[config.mk]
export PLATFORM = sky130hd
export DESIGN_NAME = ctrl_port_arbiter_flat
export DESIGN_NICKNAME = d
export VERILOG_FILES = /design/src/rtl/ctrl_port_arbiter_if.sv /design/src/rtl/ctrl_port_arbiter.sv /design/src/flat_wrapper.sv
export SDC_FILE = /design/constraint.sdc
export NUM_CORES = 1
export LEC_CHECK = 0
export CAP_MARGIN = 20
export CORE_ASPECT_RATIO = 1.1
export CORE_MARGIN = 8
export CORE_UTILIZATION = 55
export DETAILED_ROUTE_END_ITERATION = 10
export PLACE_DENSITY = 0.75
export SYNTH_ARGS = -nofsm -noshare
export SYNTH_HDL_FRONTEND = slang
export SYNTH_SLANG_ARGS = --single-unit
[constraint.sdc]
create_clock -name clk -period 5.8 [get_ports clk]
set_clock_uncertainty 0.05 [all_clocks]
set_input_delay 1.16 -clock clk [delete_from_list [all_inputs] [get_ports clk]]
set_output_delay 1.16 -clock clk [all_outputs]
set_load 0.01 [all_outputs]
[src/rtl/ctrl_port_arbiter_if.sv]
// Controller-port bundle: CPU side, pad side and poller status between the arbiter and its users.
// slave = arbiter view, master = requester/pad/bench view.
interface ctrl_port_arbiter_if;
  logic       cpu_strobe;
  logic [1:0] cpu_shift;
  logic [1:0] cpu_data;
  logic       pad_strobe;
  logic [1:0] pad_clk;
  logic [1:0] pad_data;
  logic       poll_req;
  logic       poll_busy;
  logic       poll_done;
  logic       poll_err;
  logic [7:0] buttons0;
  logic [7:0] buttons1;

  modport slave (
    input  cpu_strobe, cpu_shift, pad_data, poll_req,
    output cpu_data, pad_strobe, pad_clk, poll_busy, poll_done, poll_err, buttons0, buttons1
  );

  modport master (
    output cpu_strobe, cpu_shift, pad_data, poll_req,
    input  cpu_data, pad_strobe, pad_clk, poll_busy, poll_done, poll_err, buttons0, buttons1
  );
endinterface

[src/rtl/ctrl_port_arbiter.sv]
// Shares two NES pad ports between CPU pass-through (1-cycle registered pad drive) and a poller
// that strobes/shifts both pads and publishes 8 buttons per port; CPU strobe mid-poll aborts it.
module ctrl_port_arbiter #(
  parameter int CLK_DIV       = 96,
  parameter int STROBE_CYCLES = 12,
  parameter int GUARD_CYCLES  = 64,
  parameter int AUTO_PERIOD   = 0
) (
  input  logic                  clk,
  input  logic                  rst,
  ctrl_port_arbiter_if.slave    bus
);
  localparam int PMAX      = (CLK_DIV > STROBE_CYCLES) ? CLK_DIV : STROBE_CYCLES;
  localparam int CW        = $clog2(PMAX);
  localparam int GW        = $clog2(GUARD_CYCLES + 1);
  localparam int AW        = (AUTO_PERIOD > 1) ? $clog2(AUTO_PERIOD) : 1;
  localparam int AUTO_LAST = (AUTO_PERIOD > 0) ? AUTO_PERIOD - 1 : 0;
  localparam bit AUTO_EN   = (AUTO_PERIOD > 0);

  typedef enum logic [2:0] {IDLE, STROBE, LOW, HIGH, DONE} state_t;

  state_t        state;
  logic [CW-1:0] phase;
  logic [2:0]    bit_idx;
  logic [GW-1:0] idle_cnt;
  logic [AW-1:0] auto_cnt;
  logic          pending;
  logic [7:0]    shadow0, shadow1;
  logic [7:0]    cap0, cap1;
  logic [1:0]    shift_q;

  logic          cpu_active, auto_tick, polling, grant;
  logic [1:0]    shift_rise;
  logic [7:0]    cap0_nxt, cap1_nxt;

  always_comb begin
    cpu_active = bus.cpu_strobe || (bus.cpu_shift != 2'b00);
    auto_tick  = AUTO_EN && (auto_cnt == AW'(AUTO_LAST));
    polling    = (state == STROBE) || (state == LOW) || (state == HIGH);
    grant      = (state == IDLE) && pending && (idle_cnt == GW'(GUARD_CYCLES));
    shift_rise = bus.cpu_shift & ~shift_q;
    cap0_nxt   = cap0;
    cap1_nxt   = cap1;
    cap0_nxt[bit_idx] = ~bus.pad_data[0];
    cap1_nxt[bit_idx] = ~bus.pad_data[1];
  end

  // While the poller owns the pads the CPU reads the previous result, like a real pad would.
  assign bus.cpu_data = polling ? {shadow1[0], shadow0[0]} : ~bus.pad_data;

  always_ff @(posedge clk) begin
    if (rst) begin
      state          <= IDLE;
      phase          <= '0;
      bit_idx        <= '0;
      idle_cnt       <= '0;
      auto_cnt       <= '0;
      pending        <= 1'b0;
      shadow0        <= '0;
      shadow1        <= '0;
      cap0           <= '0;
      cap1           <= '0;
      shift_q        <= '0;
      bus.pad_strobe <= 1'b0;
      bus.pad_clk    <= 2'b00;
      bus.poll_busy  <= 1'b0;
      bus.poll_done  <= 1'b0;
      bus.poll_err   <= 1'b0;
      bus.buttons0   <= '0;
      bus.buttons1   <= '0;
    end else begin
      shift_q       <= bus.cpu_shift;
      bus.poll_done <= 1'b0;
      bus.poll_err  <= 1'b0;

      if (cpu_active)
        idle_cnt <= '0;
      else if (idle_cnt != GW'(GUARD_CYCLES))
        idle_cnt <= idle_cnt + 1'b1;

      if (AUTO_EN)
        auto_cnt <= auto_tick ? '0 : auto_cnt + 1'b1;

      // A request in the grant cycle re-arms pending so a follow-up poll runs.
      if (bus.poll_req || auto_tick)
        pending <= 1'b1;
      else if (grant)
        pending <= 1'b0;

      if (polling) begin
        if (shift_rise[0]) shadow0 <= {1'b1, shadow0[7:1]};
        if (shift_rise[1]) shadow1 <= {1'b1, shadow1[7:1]};
      end

      if (polling && bus.cpu_strobe) begin
        state          <= DONE;
        bus.pad_strobe <= 1'b0;
        bus.pad_clk    <= 2'b00;
        bus.poll_done  <= 1'b1;
        bus.poll_err   <= 1'b1;
      end else begin
        case (state)
          IDLE: begin
            bus.pad_strobe <= bus.cpu_strobe;
            bus.pad_clk    <= bus.cpu_shift;
            if (grant) begin
              state          <= STROBE;
              phase          <= '0;
              bus.pad_strobe <= 1'b1;
              bus.pad_clk    <= 2'b00;
              bus.poll_busy  <= 1'b1;
              shadow0        <= bus.buttons0;
              shadow1        <= bus.buttons1;
            end
          end
          STROBE: begin
            if (phase == CW'(STROBE_CYCLES - 1)) begin
              state          <= LOW;
              phase          <= '0;
              bit_idx        <= '0;
              bus.pad_strobe <= 1'b0;
            end else begin
              phase <= phase + 1'b1;
            end
          end
          LOW: begin
            if (phase == CW'(CLK_DIV - 1)) begin
              phase <= '0;
              cap0  <= cap0_nxt;
              cap1  <= cap1_nxt;
              if (bit_idx == 3'd7) begin
                state         <= DONE;
                bus.buttons0  <= cap0_nxt;
                bus.buttons1  <= cap1_nxt;
                bus.poll_done <= 1'b1;
              end else begin
                state       <= HIGH;
                bus.pad_clk <= 2'b11;
              end
            end else begin
              phase <= phase + 1'b1;
            end
          end
          HIGH: begin
            if (phase == CW'(CLK_DIV - 1)) begin
              state       <= LOW;
              phase       <= '0;
              bit_idx     <= bit_idx + 3'd1;
              bus.pad_clk <= 2'b00;
            end else begin
              phase <= phase + 1'b1;
            end
          end
          DONE: begin
            state          <= IDLE;
            bus.poll_busy  <= 1'b0;
            bus.pad_strobe <= bus.cpu_strobe;
            bus.pad_clk    <= bus.cpu_shift;
          end
          default: state <= IDLE;
        endcase
      end
    end
  end
endmodule
[src/flat_wrapper.sv]
// flat-port wrapper written by rule: the top's interface ports become plain ports
module ctrl_port_arbiter_flat 
#(
  parameter int CLK_DIV       = 96,
  parameter int STROBE_CYCLES = 12,
  parameter int GUARD_CYCLES  = 64,
  parameter int AUTO_PERIOD   = 0
)
  (clk, rst, bus_cpu_strobe, bus_cpu_shift, bus_pad_data, bus_poll_req, bus_cpu_data, bus_pad_strobe, bus_pad_clk, bus_poll_busy, bus_poll_done, bus_poll_err, bus_buttons0, bus_buttons1);
  ctrl_port_arbiter_if bus_i ();
  input  logic clk;
  input  logic rst;
  input wire logic [$bits(bus_i.cpu_strobe)-1:0] bus_cpu_strobe;
  input wire logic [$bits(bus_i.cpu_shift)-1:0] bus_cpu_shift;
  input wire logic [$bits(bus_i.pad_data)-1:0] bus_pad_data;
  input wire logic [$bits(bus_i.poll_req)-1:0] bus_poll_req;
  output wire logic [$bits(bus_i.cpu_data)-1:0] bus_cpu_data;
  output wire logic [$bits(bus_i.pad_strobe)-1:0] bus_pad_strobe;
  output wire logic [$bits(bus_i.pad_clk)-1:0] bus_pad_clk;
  output wire logic [$bits(bus_i.poll_busy)-1:0] bus_poll_busy;
  output wire logic [$bits(bus_i.poll_done)-1:0] bus_poll_done;
  output wire logic [$bits(bus_i.poll_err)-1:0] bus_poll_err;
  output wire logic [$bits(bus_i.buttons0)-1:0] bus_buttons0;
  output wire logic [$bits(bus_i.buttons1)-1:0] bus_buttons1;
  assign bus_i.cpu_strobe = bus_cpu_strobe;
  assign bus_i.cpu_shift = bus_cpu_shift;
  assign bus_i.pad_data = bus_pad_data;
  assign bus_i.poll_req = bus_poll_req;
  assign bus_cpu_data = bus_i.cpu_data;
  assign bus_pad_strobe = bus_i.pad_strobe;
  assign bus_pad_clk = bus_i.pad_clk;
  assign bus_poll_busy = bus_i.poll_busy;
  assign bus_poll_done = bus_i.poll_done;
  assign bus_poll_err = bus_i.poll_err;
  assign bus_buttons0 = bus_i.buttons0;
  assign bus_buttons1 = bus_i.buttons1;
  ctrl_port_arbiter #(.CLK_DIV(CLK_DIV), .STROBE_CYCLES(STROBE_CYCLES), .GUARD_CYCLES(GUARD_CYCLES), .AUTO_PERIOD(AUTO_PERIOD)) u_core (.clk(clk), .rst(rst), .bus(bus_i));
endmodule
Word-level counts from Yosys, hierarchy flattened
Cells that the tools add are included.
W data, S select, Z words.
{"block": "totals", "regBits": 77, "input_bits": 8, "output_inout_bits": 24}
{"block": "op_classes", "add_sub_neg": 3, "n_lt_le_gt_ge": 2, "eq_ne": 18, "mux": 46, "n_bitwise": 6, "reduce_logical": 27}
{"cell": "$mux W8", "count": 10}
{"cell": "$mux W3", "count": 8}
{"cell": "$mux W7", "count": 3}
{"cell": "$pmux W7 S3", "count": 1}
{"cell": "$reduce_and A4 Y1", "count": 5}
{"cell": "$bwmux W8", "count": 2}
{"cell": "$add A7 B1 Y7 const B", "count": 2}
{"cell": "$eq A7 B7 Y1 const B", "count": 2}
{"cell": "$pmux W3 S4", "count": 1}
{"cell": "$mux W1", "count": 11}
{"cell": "$mux W2", "count": 5}
{"cell": "$ne A3 B3 Y1 const B", "count": 3}
{"cell": "$reduce_and A3 Y1", "count": 3}
{"cell": "$ne A2 B2 Y1 const B", "count": 4}
{"cell": "$pmux W2 S4", "count": 1}
{"cell": "$reduce_bool A2 Y1", "count": 4}
{"cell": "$eq A7 B4 Y1 const B", "count": 1}
{"cell": "$ne A7 B7 Y1 const B", "count": 1}
{"cell": "$eq A3 B2 Y1 const B", "count": 2}
{"cell": "$eq A3 B3 Y1 const B", "count": 2}
{"cell": "$pmux W3 S2", "count": 1}
{"cell": "$reduce_bool A3 Y1", "count": 2}
{"cell": "$reduce_or A2 Y1", "count": 3}
{"cell": "$logic_and A1 B1 Y1", "count": 4}
{"cell": "16 further kinds", "count": 21}

Longest topological paths before layout
Gate-level depths: netlist of run 1.
{"block": "depth", "depth_word": 7, "ltp_mapped": 8, "depth_no_buf": 6}

Least setup slack after synthesis of run 1
Ideal clock, no wire load.
{"block": "synth_path", "kind": "input to output", "start": "in bus_pad_data[0]", "end": "out bus_cpu_data[0]", "arrival_ns": 1.562, "setup_slack_ns": 3.028, "stages": 2, "n_path_buf": 1, "cell_sequence": "clkbuf_1 a21oi_1"}
{"block": "synth_between", "elab_chain_cells": 2}
{"element": "from (decl)", "line_no": "flat_wrapper.sv:15", "rtl": "input wire logic [$bits(bus_i.pad_data)-1:0] bus_pad_data;"}
{"element": "$not A2 Y2", "line_no": "ctrl_port_arbiter.sv:49", "rtl": "assign bus.cpu_data = polling ? {shadow1[0], shadow0[0]} : ~bus.pad_data;"}
{"element": "$mux W2", "line_no": "ctrl_port_arbiter.sv:49"}
{"element": "to (decl)", "line_no": "flat_wrapper.sv:17", "rtl": "output wire logic [$bits(bus_i.cpu_data)-1:0] bus_cpu_data;"}
Every way passes these cells.

Final worst setup path of run 1
{"block": "layout_path", "start": "in bus_pad_data[1]", "end": "out bus_cpu_data[1]"}
The elaborated chain is that of the path after synthesis.

==> results of run 1 <==
==> through the flow <==
| stage | power, mW | std cells | area, µm² |
|---|---|---|---|
| floorplan | 0.593 | 427 | 3690 |
| global placement | 0.620 | 514 | 4020 |
| detailed placement | 0.621 | 514 | 4020 |
| CTS | 0.996 | 530 | 4210 |
| global route | 1.03 | 531 | 4210 |
| finish | 0.995 | 531 | 4210 |
==> synthesized netlist by cell type, types with 3 or more instances <==
cell type  number
nor3_1          4
nand3_1         8
or4_1           5
a2111o_1       14
dfxtp_1        77
a21oi_1        44
nor2b_1         4
or3_1          18
a211oi_1       17
buf_1           3
o2bb2ai_1       3
o211ai_1        3
nand2b_1        6
clkbuf_1       26
o31ai_1         5
and3b_1         3
o21ai_0        34
xor2_1          4
inv_1           9
mux2i_1        17
nor3b_1         7
nand3b_1        3
and3_1          3
nand2_1        18
ha_1            5
nand4_1         6
nor2_1         49
==> registers in the layout, indices dropped and copies added (netlist names) <==
name	cells
u_core.bus.buttons0	8
u_core.bus.buttons1	8
u_core.cap0	8
u_core.cap1	8
u_core.shadow0	8
u_core.shadow1	8
u_core.idle_cnt	7
u_core.phase	7
u_core.bit_idx	3
u_core.state	3
u_core.bus.pad_clk	2
u_core.shift_q	2
u_core.bus.pad_strobe	1
u_core.bus.poll_busy	1
u_core.bus.poll_done	1
u_core.bus.poll_err	1
u_core.pending	1
==> worst reg2reg max path, cell delays in order, from the launching register on <==
cell and delay, ns:
dfxtp_1 0.38, ha_1 0.25, and4_1 0.39, nand4b_1 0.76
buf_4 0.48, a2111o_1 0.39, a21oi_1 0.13
==> power by group <==
group	internal (mW)	total (mW)	leakage [nW]	switching (mW)
registers	0.534	0.541	0.622	0.00647
clock network	0.169	0.385	0.0811	0.216
logic	0.0293	0.0692	0.659	0.0399
==> routing by layer <==
metal	global-route usage, %	wire (µm)
met3	4.41	434
met2	30.3	4260
met4	6.11	114
met1	24.9	4140
met5	0	0
==> cell type report <==
type	instances	share of cell area, %
clock buffers	10	3.27
clock inverters	6	1.13
inverters	10	0.891
repair buffers	37	8.26
multi-input cells	309	47.4
well taps	82	2.44
flip-flops and latches	77	36.6
==> placed cells by master, fill, tap and decap left out, types with 3 or more instances in the layout <==
| cell | n |
|---|---|
| buf_4 | 5 |
| o211ai_1 | 3 |
| o21ai_0 | 34 |
| nor2b_1 | 4 |
| nand2b_1 | 6 |
| clkinvlp_4 | 4 |
| o2bb2ai_1 | 3 |
| nand4_1 | 6 |
| nand3_1 | 8 |
| nand3b_1 | 3 |
| inv_1 | 9 |
| dfxtp_1 | 77 |
| nor3_1 | 4 |
| or4_1 | 5 |
| ha_1 | 5 |
| nand2_1 | 18 |
| and3b_1 | 3 |
| nor3b_1 | 7 |
| clkdlybuf4s50_1 | 30 |
| mux2i_1 | 17 |
| and3_1 | 3 |
| clkbuf_8 | 10 |
| a211oi_1 | 17 |
| nor2_1 | 49 |
| xor2_1 | 4 |
| a21oi_1 | 44 |
| o31ai_1 | 5 |
| or3_1 | 18 |
| a2111o_1 | 14 |
==> worst paths after layout <==
| kind | cells after the start | slack [ns] | to |
|---|---|---|---|
| max reg2reg | 6 | 2.90 | u_core.bus.buttons1[6]$_SDFFE_PP0P_ |
| min | 2 | 0.43 | u_core.cap1[5]$_SDFFE_PP0P_ |
| min reg2reg | 2 | 0.43 | u_core.cap1[5]$_SDFFE_PP0P_ |
| max | 3 | 1.83 | bus_cpu_data[1] |
==> cell families after synthesis <==
family | Yosys count | synth area share [%]
compound gates | 139 | 25.9
xor+xnor | 6 | 1.42
fa+ha+maj | 5 | 1.69
buf+inv | 41 | 4.23
flops | 77 | 41.7
mux | 17 | 4.61
simple gates | 142 | 20.4
==> out/qor.csv, run 1 <==
stage,metric,value,unit
drt,num_vias,3244,
cts,ctsResizeCount,0,
global_routing,grt_pass1_wl,14800,µm
final_layout,fin_util,64.2,%
setup_path,cp_max_fo,17,
floorplan,initial_core_util,56.4,%
synthesis,synth_ff_type,dfxtp_1,
setup_path,worstSetupStartpoint,bus_pad_data[1],
synthesis,synth-edff-count,0,
cts,clkSinkCount,77,
floorplan,die_area,0.00960,mm²
sta,timing.final.crit_period,3.97,ns
setup_path,cp-start-kind,input port,
setup_path,crit_family,buffers and inverters,
sta,fin_tns_setup,0,ns
drt,drc,0,
cts,hold_buffers,0,
global_routing,grt_pass1_vias,2965,
final_layout,nNetsFinal,457,
setup_path,cpMostUsedCell,clkdlybuf4s50_1,
drt,routed_wl,8940,µm
sta,hold_viol_final,0,
power,p_per_area,236,mW/mm²
drt,avgViaCountPerCell,6.11,
synthesis,synth_top_cell_area_share,41.7,%
cts,numCtsBuffers,9,
floorplan,boundaryPins,32,
drt,first_pass_iters,4,
cts,cts-htree-levels,3,
power,leakagePower,1.36,nW
synthesis,synth_area_leaders,"dfxtp_1 42%, a21oi_1 6.0%, nor2_1 5.0%",
status,outcome,finished clean,
synthesis,syn-num-nets,440,
sta,fin_ws,1.83,ns
synthesis,ys_async_sr_fraction,0,%
synthesis,syn_area,0.00369,mm²
drt,avgRoutedWirePerCell,16.8,µm
final_layout,n_fill_cell,583,
sta,worst_pin_slew,0.964,ns
floorplan,die_h,102,µm
place,gp_congestion,0.775,
final_layout,multi_input_area,0.00200,mm²
setup_path,crit_chain,"clkdlybuf4s50_1, a21oi_1, clkdlybuf4s50_1",
cts,clk_pin_slew,0.09,ns
setup_path,rr_startpoint,u_core.phase[0]$_SDFFE_PP0P_,
synthesis,yosys.area.top_type,dfxtp_1,
setup_path,end_kind,primary output,
drt,ant_nets,0,
global_routing,overflow,0,
cts,post_cts_buffers,0,
min_path,hold_start,u_core.cap1[5]$_SDFFE_PP0P_,
synthesis,yosys_warnings,0,
sta,rsz0062_at_grt,false,
synthesis,synth-seq-area-share,41.7,%
final_layout,antenna_cells,0,
sta,final.period_utilization,68.5,%
floorplan,core-area,0.00656,mm²
global_routing,grt_max_degree,70,
run,maxCapViolations,0,
final_layout,drive_above_1_share,7.57,%
final_layout,area_growth,14.0,%
global_routing,antenna_found_initial,0,
floorplan,fp-row-count,31,
cts,clkLatencyLatePin,0.36,ns
sta,relSlewSlack,35.6,%
final_layout,seqCellArea,0.00154,mm²
synthesis,synthCells,427,
floorplan,dieWidth,94.1,µm
synthesis,synth_cell_types,54,
setup_path,max_stage_delay,0.75,ns
drt,drtIter0Drc,218,
place,post-place-ws,1.85,ns
cts,cts_tree,yes,
sta,max_freq,0.252,GHz
synthesis,ys_ff_latch,77,
place,hpwlAfterDp,5840,µm
global_routing,grt.total_usage,19.1,%
synthesis,avgSynthCellArea,8.65,µm²
cts,clock_path_buffers,2,
sta,maxSlewViolCount,0,
power,vdd_drop_max,0.185,mV
sta,whs,0.426,ns
setup_path,setup.worst_path.class,input port to primary output,
cts,cts-root-buf,clkbuf_8,
sta,setup_viol,0,
setup_path,cp.arrival,2.76,ns
setup_path,cp_num_buf_inv,2,
min_path,hp-class,flip-flop to flip-flop,
place,port_buffers,31,
setup_path,cp.required,4.59,ns
setup_path,crit_slowest_cell,clkdlybuf4s50_1,
(Power assumes the default switching activity.)
==> inputs of run 2 (changes only) <==
==> constraint.sdc (replaced) <==
create_clock -name clk -period 4 [get_ports clk]
set_clock_uncertainty 0.05 [all_clocks]
set_input_delay 0.8 -clock clk [delete_from_list [all_inputs] [get_ports clk]]
set_output_delay 0.8 -clock clk [all_outputs]
set_load 0.01 [all_outputs]
==> run 2 against run 1 <==
Sequential cell count is the same. Highest routed layer unchanged. First-iteration DRC count shrank 7.3%. Die area is the same. Largest power group unchanged. Critical path type unchanged. Count of clock-buffer cells in the layout shrank 1. Largest cell class unchanged.
==> out/qor.csv, run 2 (synthesized netlist as in run 1, its figures left out) <==
stage,metric,value,unit,change
setup_path,crit_slowest_cell,clkdlybuf4s50_1,,
cts,numCtsBuffers,9,,unchanged
setup_path,cp.arrival,2.10,ns,-0.66 ns
status,outcome,finished clean,,
sta,rsz0062_at_grt,false,,
place,post-place-ws,1.04,ns,-0.807 ns
final_layout,layout_commonest_cell,dfxtp_1,,
drt,num_vias,3309,,+2.0%
cts,clkSinkCount,77,,unchanged
sta,setup_viol,0,,unchanged
setup_path,crit_chain,"clkdlybuf4s50_1, buf_4, a21oi_1, clkdlybuf4s50_1",,
drt,drc,0,,unchanged
setup_path,cp_max_fo,17,,unchanged
sta,timing.final.crit_period,2.95,ns,
cts,post_cts_buffers,0,,unchanged
floorplan,die_h,102,µm,unchanged
power,leakagePower,1.38,nW,+1.6%
setup_path,setup.worst_path.class,input port to primary output,,
floorplan,fp-row-count,31,,unchanged
global_routing,overflow,0,,unchanged
drt,avgViaCountPerCell,6.22,,+1.8%
global_routing,grt_pass1_wl,15300,µm,+3.3%
setup_path,cp-start-kind,input port,,
sta,relSlewSlack,36.3,%,+0.78 points
global_routing,antenna_found_initial,0,,unchanged
setup_path,max_stage_delay,0.56,ns,-0.19 ns
floorplan,boundaryPins,32,,unchanged
setup_path,end_kind,primary output,,
power,p_per_area,347,mW/mm²,+47%
global_routing,grt.total_usage,19.7,%,+0.64 points
sta,final.period_utilization,73.9,%,
drt,ant_nets,0,,unchanged
drt,first_pass_iters,5,,+1
sta,fin_ws,1.05,ns,-0.783 ns
final_layout,antenna_cells,0,,unchanged
global_routing,grt_max_degree,46,,-34%
final_layout,mostFrequentLayoutCells,"77 x dfxtp_1, 49 x nor2_1, 44 x a21oi_1",,
setup_path,cpMostUsedCell,clkdlybuf4s50_1,,
place,dp_cells,515,,+0.19%
drt,drtIter0Drc,202,,-7.3%
cts,cts-root-buf,clkbuf_8,,
final_layout,n_fill_cell,595,,+2.1%
final_layout,nNetsFinal,458,,+0.22%
cts,cts-htree-levels,3,,unchanged
drt,avgRoutedWirePerCell,17.0,µm,+1.2%
min_path,hp-class,flip-flop to flip-flop,,
run,maxCapViolations,0,,unchanged
floorplan,die_area,0.00960,mm²,unchanged
power,vdd_drop_max,0.202,mV,+9.1%
global_routing,grt_pass1_vias,3169,,+6.9%
setup_path,crit_family,buffers and inverters,,
sta,worst_pin_slew,0.955,ns,-0.00932 ns
place,gp_congestion,0.763,,-1.5%
setup_path,cp_num_buf_inv,3,,+1
place,hpwlAfterDp,6110,µm,+4.6%
sta,fin_tns_setup,0,ns,unchanged
cts,clk_pin_slew,0.07,ns,-0.02 ns
place,port_buffers,31,,unchanged
sta,max_freq,0.338,GHz,
drt,routed_wl,9070,µm,+1.4%
final_layout,area_growth,14.3,%,
final_layout,drive_above_1_share,7.78,%,+0.21 points
final_layout,final_cells,532,,+0.19%
floorplan,dieWidth,94.1,µm,unchanged
floorplan,initial_core_util,56.4,%,unchanged
cts,ctsResizeCount,0,,unchanged
cts,clock_path_buffers,2,,unchanged
setup_path,cp.required,3.15,ns,-1.44 ns
cts,hold_buffers,0,,unchanged
sta,maxSlewViolCount,0,,unchanged
cts,cts_tree,yes,,
floorplan,core-area,0.00656,mm²,unchanged
sta,hold_viol_final,0,,unchanged
cts,clkLatencyLatePin,0.35,ns,about the same
==> run 2: cell type report <==
cell class                 instances  area [µm²]  share of cell area [%]
clock buffer                       9         124                    2.93
tap                               82         103                    2.43
sequential                        77        1540                    36.5
timing repair buffer              38         355                    8.41
multi-input combinational        309        2000                    47.3
inverter                          10        37.5                   0.889
clock inverter                     7        66.3                    1.57
==> run 2: per-layer routing <==
metal	part of all wire (%)	GRT usage, %	vias to the layer above
met5	0	0	-
met2	47	31.7	84
met1	47	24.8	1589
met4	2.1	9.28	0
li1	-	-	1621
met3	4.5	3.75	15
==> run 2: final timing paths <==
kind | from | end | slack [ns] | cells after the start
worst max-delay path | bus_pad_data[0] | bus_cpu_data[0] | 1.05 | 4
worst min-delay path | u_core.cap0[4]$_SDFFE_PP0P_ | u_core.cap0[4]$_SDFFE_PP0P_ | 0.43 | 2
worst max register to register | u_core.idle_cnt[2]$_SDFFE_PP0P_ | u_core.phase[2]$_SDFFE_PP0P_ | 1.32 | 4
worst min register to register | u_core.cap0[4]$_SDFFE_PP0P_ | u_core.cap0[4]$_SDFFE_PP0P_ | 0.43 | 2
==> run 2: per-stage QoR <==
stage	hold WS [ns]	util, %	cell area, µm²	power, mW
floorplan	0.394	-	3690	0.860
global placement	0.406	61.5	4030	0.901
detailed placement	0.418	61.5	4030	0.903
CTS	0.429	64.4	4220	1.47
global route	0.459	64.4	4220	1.52
finish	0.428	64.4	4220	1.46
==> run 2: report_power, final <==
group | switching (mW) | internal, mW
Sequential | 0.00891 | 0.775
Clock | 0.294 | 0.285
Combinational | 0.0586 | 0.0431
Total | 0.361 | 1.10
==> run 2: worst min-delay path, delay by kind of cell (launching register included) <==
kind | cells | cell delay [ns]
AO/OA/AOI/OAI | 2 | 0.13
flip-flops | 1 | 0.31
